<file path="src/rtl/rv32_mmio_bridge.sv">
// rv32_mmio_bridge: single-outstanding MMIO bridge from the core load/store port to NUM_CH peripheral channels
module rv32_mmio_bridge #(
  parameter int         ADDR_W   = 32,
  parameter int         DATA_W   = 32,
  parameter logic [3:0] MMIO_TAG = 4'hF,
  parameter int         NUM_CH   = 4,
  parameter int         CH_LSB   = 16,
  parameter int         TIMEOUT  = 255
) (
  input  logic                     clk,
  input  logic                     rst_n,
  input  logic                     req_valid,
  output logic                     req_ready,
  input  logic [ADDR_W-1:0]        req_addr,
  input  logic                     req_we,
  input  logic [DATA_W-1:0]        req_wdata,
  input  logic [DATA_W/8-1:0]      req_be,
  output logic                     is_mmio,
  output logic                     rsp_valid,
  output logic [DATA_W-1:0]        rsp_rdata,
  output logic                     rsp_err,
  output logic [NUM_CH-1:0]        dev_valid,
  output logic [ADDR_W-1:0]        dev_addr,
  output logic                     dev_we,
  output logic [DATA_W-1:0]        dev_wdata,
  output logic [DATA_W/8-1:0]      dev_be,
  input  logic [NUM_CH-1:0]        dev_ack,
  input  logic [NUM_CH*DATA_W-1:0] dev_rdata
);
  localparam int BE_W = DATA_W / 8;
  localparam int CH_W = $clog2(NUM_CH);
  typedef enum logic [1:0] {IDLE, ISSUE, RESP_OK, RESP_ERR} state_e;
  state_e            state_q, state_d;
  logic [CH_W-1:0]   ch_q, ch_d;
  logic [15:0]       cnt_q, cnt_d;
  logic [NUM_CH-1:0] dev_valid_q, dev_valid_d;
  logic [ADDR_W-1:0] addr_q, addr_d;
  logic              we_q, we_d;
  logic [DATA_W-1:0] wdata_q, wdata_d;
  logic [BE_W-1:0]   be_q, be_d;
  logic              rsp_valid_q, rsp_valid_d;
  logic              rsp_err_q, rsp_err_d;
  logic [DATA_W-1:0] rdata_q, rdata_d;
  logic              accept, bad, hit;
  logic [CH_W-1:0]   req_ch;
  assign is_mmio   = req_addr[ADDR_W-1 -: 4] == MMIO_TAG;
  assign req_ready = state_q == IDLE;
  assign accept    = req_valid && req_ready;
  assign bad       = !is_mmio || req_addr[1:0] != 2'b00;
  assign req_ch    = req_addr[CH_LSB +: CH_W];
  assign hit       = dev_ack[ch_q];
  assign dev_valid = dev_valid_q;
  assign dev_addr  = addr_q;
  assign dev_we    = we_q;
  assign dev_wdata = wdata_q;
  assign dev_be    = be_q;
  assign rsp_valid = rsp_valid_q;
  assign rsp_err   = rsp_err_q;
  assign rsp_rdata = rdata_q;
  // next state: latch on accept, hold dev_valid until ack or timeout, one-cycle response strobe
  always_comb begin
    state_d     = state_q;
    ch_d        = ch_q;
    addr_d      = addr_q;
    we_d        = we_q;
    wdata_d     = wdata_q;
    be_d        = be_q;
    cnt_d       = state_q == ISSUE ? cnt_q + 16'd1 : 16'd0;
    dev_valid_d = '0;
    rsp_valid_d = 1'b0;
    rsp_err_d   = 1'b0;
    rdata_d     = '0;
    case (state_q)
      IDLE: if (accept) begin
        ch_d        = req_ch;
        addr_d      = req_addr;
        we_d        = req_we;
        wdata_d     = req_wdata;
        be_d        = req_be;
        state_d     = bad ? RESP_ERR : ISSUE;
        rsp_valid_d = bad;
        rsp_err_d   = bad;
        dev_valid_d = bad ? '0 : NUM_CH'(1) << req_ch;
      end
      ISSUE: if (hit) begin
        state_d     = RESP_OK;
        rsp_valid_d = 1'b1;
        rdata_d     = we_q ? '0 : dev_rdata[ch_q*DATA_W +: DATA_W];
      end else if (cnt_q == 16'(TIMEOUT - 1)) begin
        state_d     = RESP_ERR;
        rsp_valid_d = 1'b1;
        rsp_err_d   = 1'b1;
      end else begin
        dev_valid_d = dev_valid_q;
      end
      default: state_d = IDLE;
    endcase
  end
  // state and registered outputs with synchronous active-low reset
  always_ff @(posedge clk) begin
    if (!rst_n) begin
      state_q     <= IDLE;
      ch_q        <= '0;
      cnt_q       <= '0;
      dev_valid_q <= '0;
      addr_q      <= '0;
      we_q        <= 1'b0;
      wdata_q     <= '0;
      be_q        <= '0;
      rsp_valid_q <= 1'b0;
      rsp_err_q   <= 1'b0;
      rdata_q     <= '0;
    end else begin
      state_q     <= state_d;
      ch_q        <= ch_d;
      cnt_q       <= cnt_d;
      dev_valid_q <= dev_valid_d;
      addr_q      <= addr_d;
      we_q        <= we_d;
      wdata_q     <= wdata_d;
      be_q        <= be_d;
      rsp_valid_q <= rsp_valid_d;
      rsp_err_q   <= rsp_err_d;
      rdata_q     <= rdata_d;
    end
  end
endmodule

</file>
<file path="config.mk">
export PLATFORM = sky130hd
export DESIGN_NAME = rv32_mmio_bridge
export DESIGN_NICKNAME = d
export VERILOG_FILES = /design/src/rtl/rv32_mmio_bridge.sv
export SDC_FILE = /design/constraint.sdc
export NUM_CORES = 1
export LEC_CHECK = 0
export CORE_ASPECT_RATIO = 1.1
export CORE_MARGIN = 5
export CORE_UTILIZATION = 41
export DETAILED_ROUTE_END_ITERATION = 12
export PLACE_DENSITY_LB_ADDON = 0.1
export RECOVER_POWER = 50
export SYNTH_ARGS = -nofsm -noshare
export SYNTH_HDL_FRONTEND = slang
export SYNTH_SLANG_ARGS = --single-unit
</file>
<file path="constraint.sdc">
create_clock -name clk -period 3.3 [get_ports clk]
set_clock_uncertainty 0.05 [all_clocks]
set_input_delay 0.495 -clock clk [delete_from_list [all_inputs] [get_ports clk]]
set_output_delay 0.495 -clock clk [all_outputs]
set_load 0.005 [all_outputs]
</file>
==> summary by stage <==
Timing
The count of final hold-check violations is 0. Timing would allow up to 442 MHz. The worst relative slew slack is 13.3%. The setup slack of the critical path after layout is 1.04 ns. The final number of max-transition violations is 0.

The setup-violating endpoint count in the final report is 0. Setup repair after global routing left no endpoint under its margin. The slew at the pin with the worst max-slew slack is 1.30 ns. After routing, the total negative slack on setup checks comes to 0 ns. The final critical path time including I/O delays and setup is 2.26 ns. In the finished design, the share of the clock period the worst path needs comes to 68.5%.

Power and ir drop
The areal power density over the cells is 444 nW/um2. VDD sags by at most 0.349 mV. For this design the static power due to leakage is 3.39 nW. The design draws 4.02 mW.

Routing
The count of nets left with antenna violations once routing finished came out at 0. The count of routing violations after the opening detailed-route iteration is 174. In the final routed layout, each cell accounts on average for 18.9 um. The via count of the routed design is 5004. The number of search-and-repair iterations in the first detailed-routing pass is 4. After detailed routing, the number of remaining DRC violations is 0. The post-detailed-routing wire length is 18800 um. The via density per instance is 5.01.

Placement
OpenSTA, run right after detailed placement, puts the worst setup slack at 1.05 ns. The post-detailed-placement half-perimeter wirelength is 14600 um. In this run the tool buffered the top-level ports with 312 buffer cells. Routability-driven placement finished with a final weighted congestion of 0.835.

The total instance count after detailed placement is 965. The post-place instance area is 8530 um2.

Synth
Counting flops and latches in the post-synthesis netlist gives 125. Summing the sequential cell areas from Yosys gives 47.1% of the chip area. After synthesis, the largest family of logic cells by area is simple AND/OR/NAND/NOR gates. Of the post-synthesis cell area, the part taken by muxes is 14.0%. The post-synthesis cell type count is 38. The mean instance size in the synthesized netlist is 10.1 um2. The mapped netlist covers 5310 um2. The synthesis warning total is 0.

Summing the areas of all compound-gate instances in the mapped netlist gives 12.2% of the synthesized area. The cell count after synthesis came out at 525. The synthesized netlist devotes 0.471% of its cell area to adder and majority cells. The total nets after synthesis is 731. The xor-xnor portion of the synthesized cell area is 1.81%. After Yosys synthesis, and, or, nand and nor cells account for 20.5% of the synthesized area.

Floorplanning
The die is 119 um wide. The area of the core is 12600 um2. The vertical extent of the die is 129 um.

The floorplan row count is 43. The starting density of the core is 42.0%. The die covers 15300 um2. For this design the top-level I/O count stands at 313.

Clock tree
The clock root buffer is clkbuf_16. The count of buffers added by post-CTS timing repair for setup is 0. The insertion delay of the later-clocked pin in the worst-skew pair is 0.40 ns.

The number of buffers between clock root and the deepest sink is 2. The clock tree from TritonCTS is done. The TritonCTS sink count is 125. The H-tree generated during clock tree synthesis spans 4 levels.

After clock tree synthesis, the clock-pin slew on the worst setup and hold paths is 0.05 ns. Clock tree synthesis inserted a total of 17 buffers. Hold repair after CTS inserted 0 buffers.

The number of cells upsized or downsized after cts is 0.

Worst setup path
The most numerous cell type found on the critical path is clkdlybuf4s50_1. The critical path's largest stage delay is 0.50 ns. The data required time at the worst endpoint is 2.75 ns. The worst setup path is launched from an input pin. Across all register-to-register paths, the minimum setup slack is 1.10 ns. Data arrives at the worst endpoint at 1.72 ns.

STA classifies the critical path endpoint as an output pin. The classification of the worst setup path is in2out. The slowest library cell on the worst path is clkdlybuf4s50_1. Walking the worst path, the cells encountered are clkdlybuf4s50_1 -> nand4_1 -> inv_1 -> clkdlybuf4s50_1. The largest fanout on the critical path is 2.

Global route
In the global route stage, overall resource usage came out at 23.9%. Entering global routing, the biggest net connects 77 pins. Global routing finished with a remaining overflow of 0.

The number of global-route vias before repair came to 5176. The first global-routing pass estimated 28700 um of wire. The number of antenna violations at the first check in global routing is 1.

Finish
The final non-filler cell area is 9060 um2. Leaving out filler cells and counting taps, the final layout contains 998. The post-route netlist has 11.8% of its cells at a drive strength greater than 1. The area overhead of the layout relative to synthesis is 70.5%. At the end of the flow, the number of nets in the layout was 1033. Fill cells in the final layout number 981.

Run status
The flow ran to the end, and the final reports show no timing, DRC or antenna violations.

Run
The reported max-cap violation count is 0.

Worst hold path
The min-delay analysis places its worst path in the category reg2reg.
==> worst max-delay path, delay by kind of cell <==
family	cells	cell delay, ns
buf+inv	3	1.08
simple gates	1	0.15
==> placed cells by master (no fill, tap or decap), types with 5 or more instances in the layout <==
master and instances:
clkdlybuf4s50_1 248, nand2_1 144, dfxtp_1 124, a21boi_0 69, dlygate4sd3_1 63, mux4_2 32, nor2b_2 24, nor2_1 17
clkbuf_16 17, xnor2_1 10, nor2b_1 8, nor3_1 8, inv_1 7, clkinv_2 6, nand3_1 5, nor4_1 5
==> Yosys cell counts <==
| cell | n | area, um2 |
|---|---|---|
| nand2_1 | 144 | 541 |
| dfxtp_1 | 125 | 2500 |
| a21boi_0 | 69 | 518 |
| mux4_2 | 32 | 721 |
| nor2b_2 | 24 | 210 |
| clkbuf_1 | 22 | 82.6 |
| nor2_1 | 17 | 63.8 |
| xnor2_1 | 10 | 87.6 |
| nor2b_1 | 8 | 50.1 |
| nor3_1 | 8 | 40.0 |
| buf_2 | 7 | 35.0 |
| inv_1 | 7 | 26.3 |
| buf_6 | 5 | 56.3 |
| nand3_1 | 5 | 25.0 |
| nor4_1 | 5 | 31.3 |
| a21oi_1 | 4 | 20.0 |
| a32o_1 | 4 | 40.0 |
| or3_1 | 4 | 25.0 |
| nand4_1 | 3 | 18.8 |
| o21ai_0 | 3 | 15.0 |
| ha_1 | 2 | 25.0 |
| a2111o_1 | 1 | 11.3 |
| a21boi_2 | 1 | 11.3 |
| a32oi_1 | 1 | 8.76 |
| and3b_1 | 1 | 8.76 |
| buf_1 | 1 | 3.75 |
| mux2_4 | 1 | 15.0 |
| mux2i_1 | 1 | 10.0 |
| nand2b_1 | 1 | 6.26 |
| nand3b_1 | 1 | 7.51 |
| nand4_2 | 1 | 12.5 |
| nor3b_1 | 1 | 7.51 |
| nor4_4 | 1 | 21.3 |
| o21a_1 | 1 | 7.51 |
| o2bb2ai_2 | 1 | 15.0 |
| or3b_1 | 1 | 8.76 |
| or4b_4 | 1 | 13.8 |
| xor2_1 | 1 | 8.76 |
==> registers in the layout, indices dropped and copies added (netlist names) <==
| register | flops |
|---|---|
| dev_be | 4 |
| dev_addr | 31 |
| cnt_q | 16 |
| dev_wdata | 32 |
| rsp_err | 1 |
| rsp_valid | 1 |
| dev_we | 1 |
| state_q | 2 |
| ch_q | 1 |
| dev_valid | 4 |
| rsp_rdata | 32 |
==> through the flow <==
| step | util (%) | hold slack, ns |
|---|---|---|
| 2_1_floorplan | - | 0.391 |
| 3_5_place_dp | 67.4 | 0.408 |
| 5_1_grt | 71.6 | 0.433 |
| 4_1_cts | 71.7 | 0.415 |
| 3_3_place_gp | 67.4 | 0.401 |
| 6_report | 71.6 | 0.410 |
==> path summary, 6_finish.rpt <==
kind	startpoint	to	cells after the start
setup / recovery	req_addr[29]	is_mmio	4
hold / removal	dev_addr[14]$_SDFFE_PN0P_	dev_addr[14]$_SDFFE_PN0P_	2
hold reg to reg	dev_addr[14]$_SDFFE_PN0P_	dev_addr[14]$_SDFFE_PN0P_	2
setup reg to reg	state_q[0]$_SDFFE_PN0P_	dev_addr[28]$_SDFFE_PN0P_	5
==> per-layer routing <==
| metal | share of wire (%) | vias up | track usage (%) |
|---|---|---|---|
| li1 | - | 2400 | - |
| met1 | 37 | 2354 | 26.6 |
| met2 | 51 | 230 | 42.5 |
| met3 | 10 | 20 | 9.47 |
| met4 | 1.8 | 0 | 7.00 |
| met5 | 0 | - | 0 |
==> report_power, final <==
part | switching (mW) | internal [mW] | leakage [nW]
logic | 0.247 | 0.465 | 2.11
clock network | 0.654 | 1.03 | 0.255
registers | 0.0449 | 1.58 | 1.02
total | 0.946 | 3.08 | 3.39
==> cells by family after synthesis <==
family,after synthesis
xor+xnor,11
mux,34
buf+inv,42
fa+ha+maj,2
compound gates,85
simple gates,226
flops,125
==> cell type report <==
| cell class | count | area (um2) | area share [%] |
|---|---|---|---|
| Antenna cell | 1 | 2.50 | 0.0276 |
| Clock buffer | 20 | 437 | 4.82 |
| Timing Repair Buffer | 318 | 3190 | 35.2 |
| Inverter | 7 | 26.3 | 0.290 |
| Clock inverter | 12 | 98.8 | 1.09 |
| Multi-Input combinational cell | 358 | 2600 | 28.8 |
| Tap cell | 157 | 196 | 2.17 |
| Sequential cell | 125 | 2500 | 27.6 |
(Power assumes the default switching activity.)
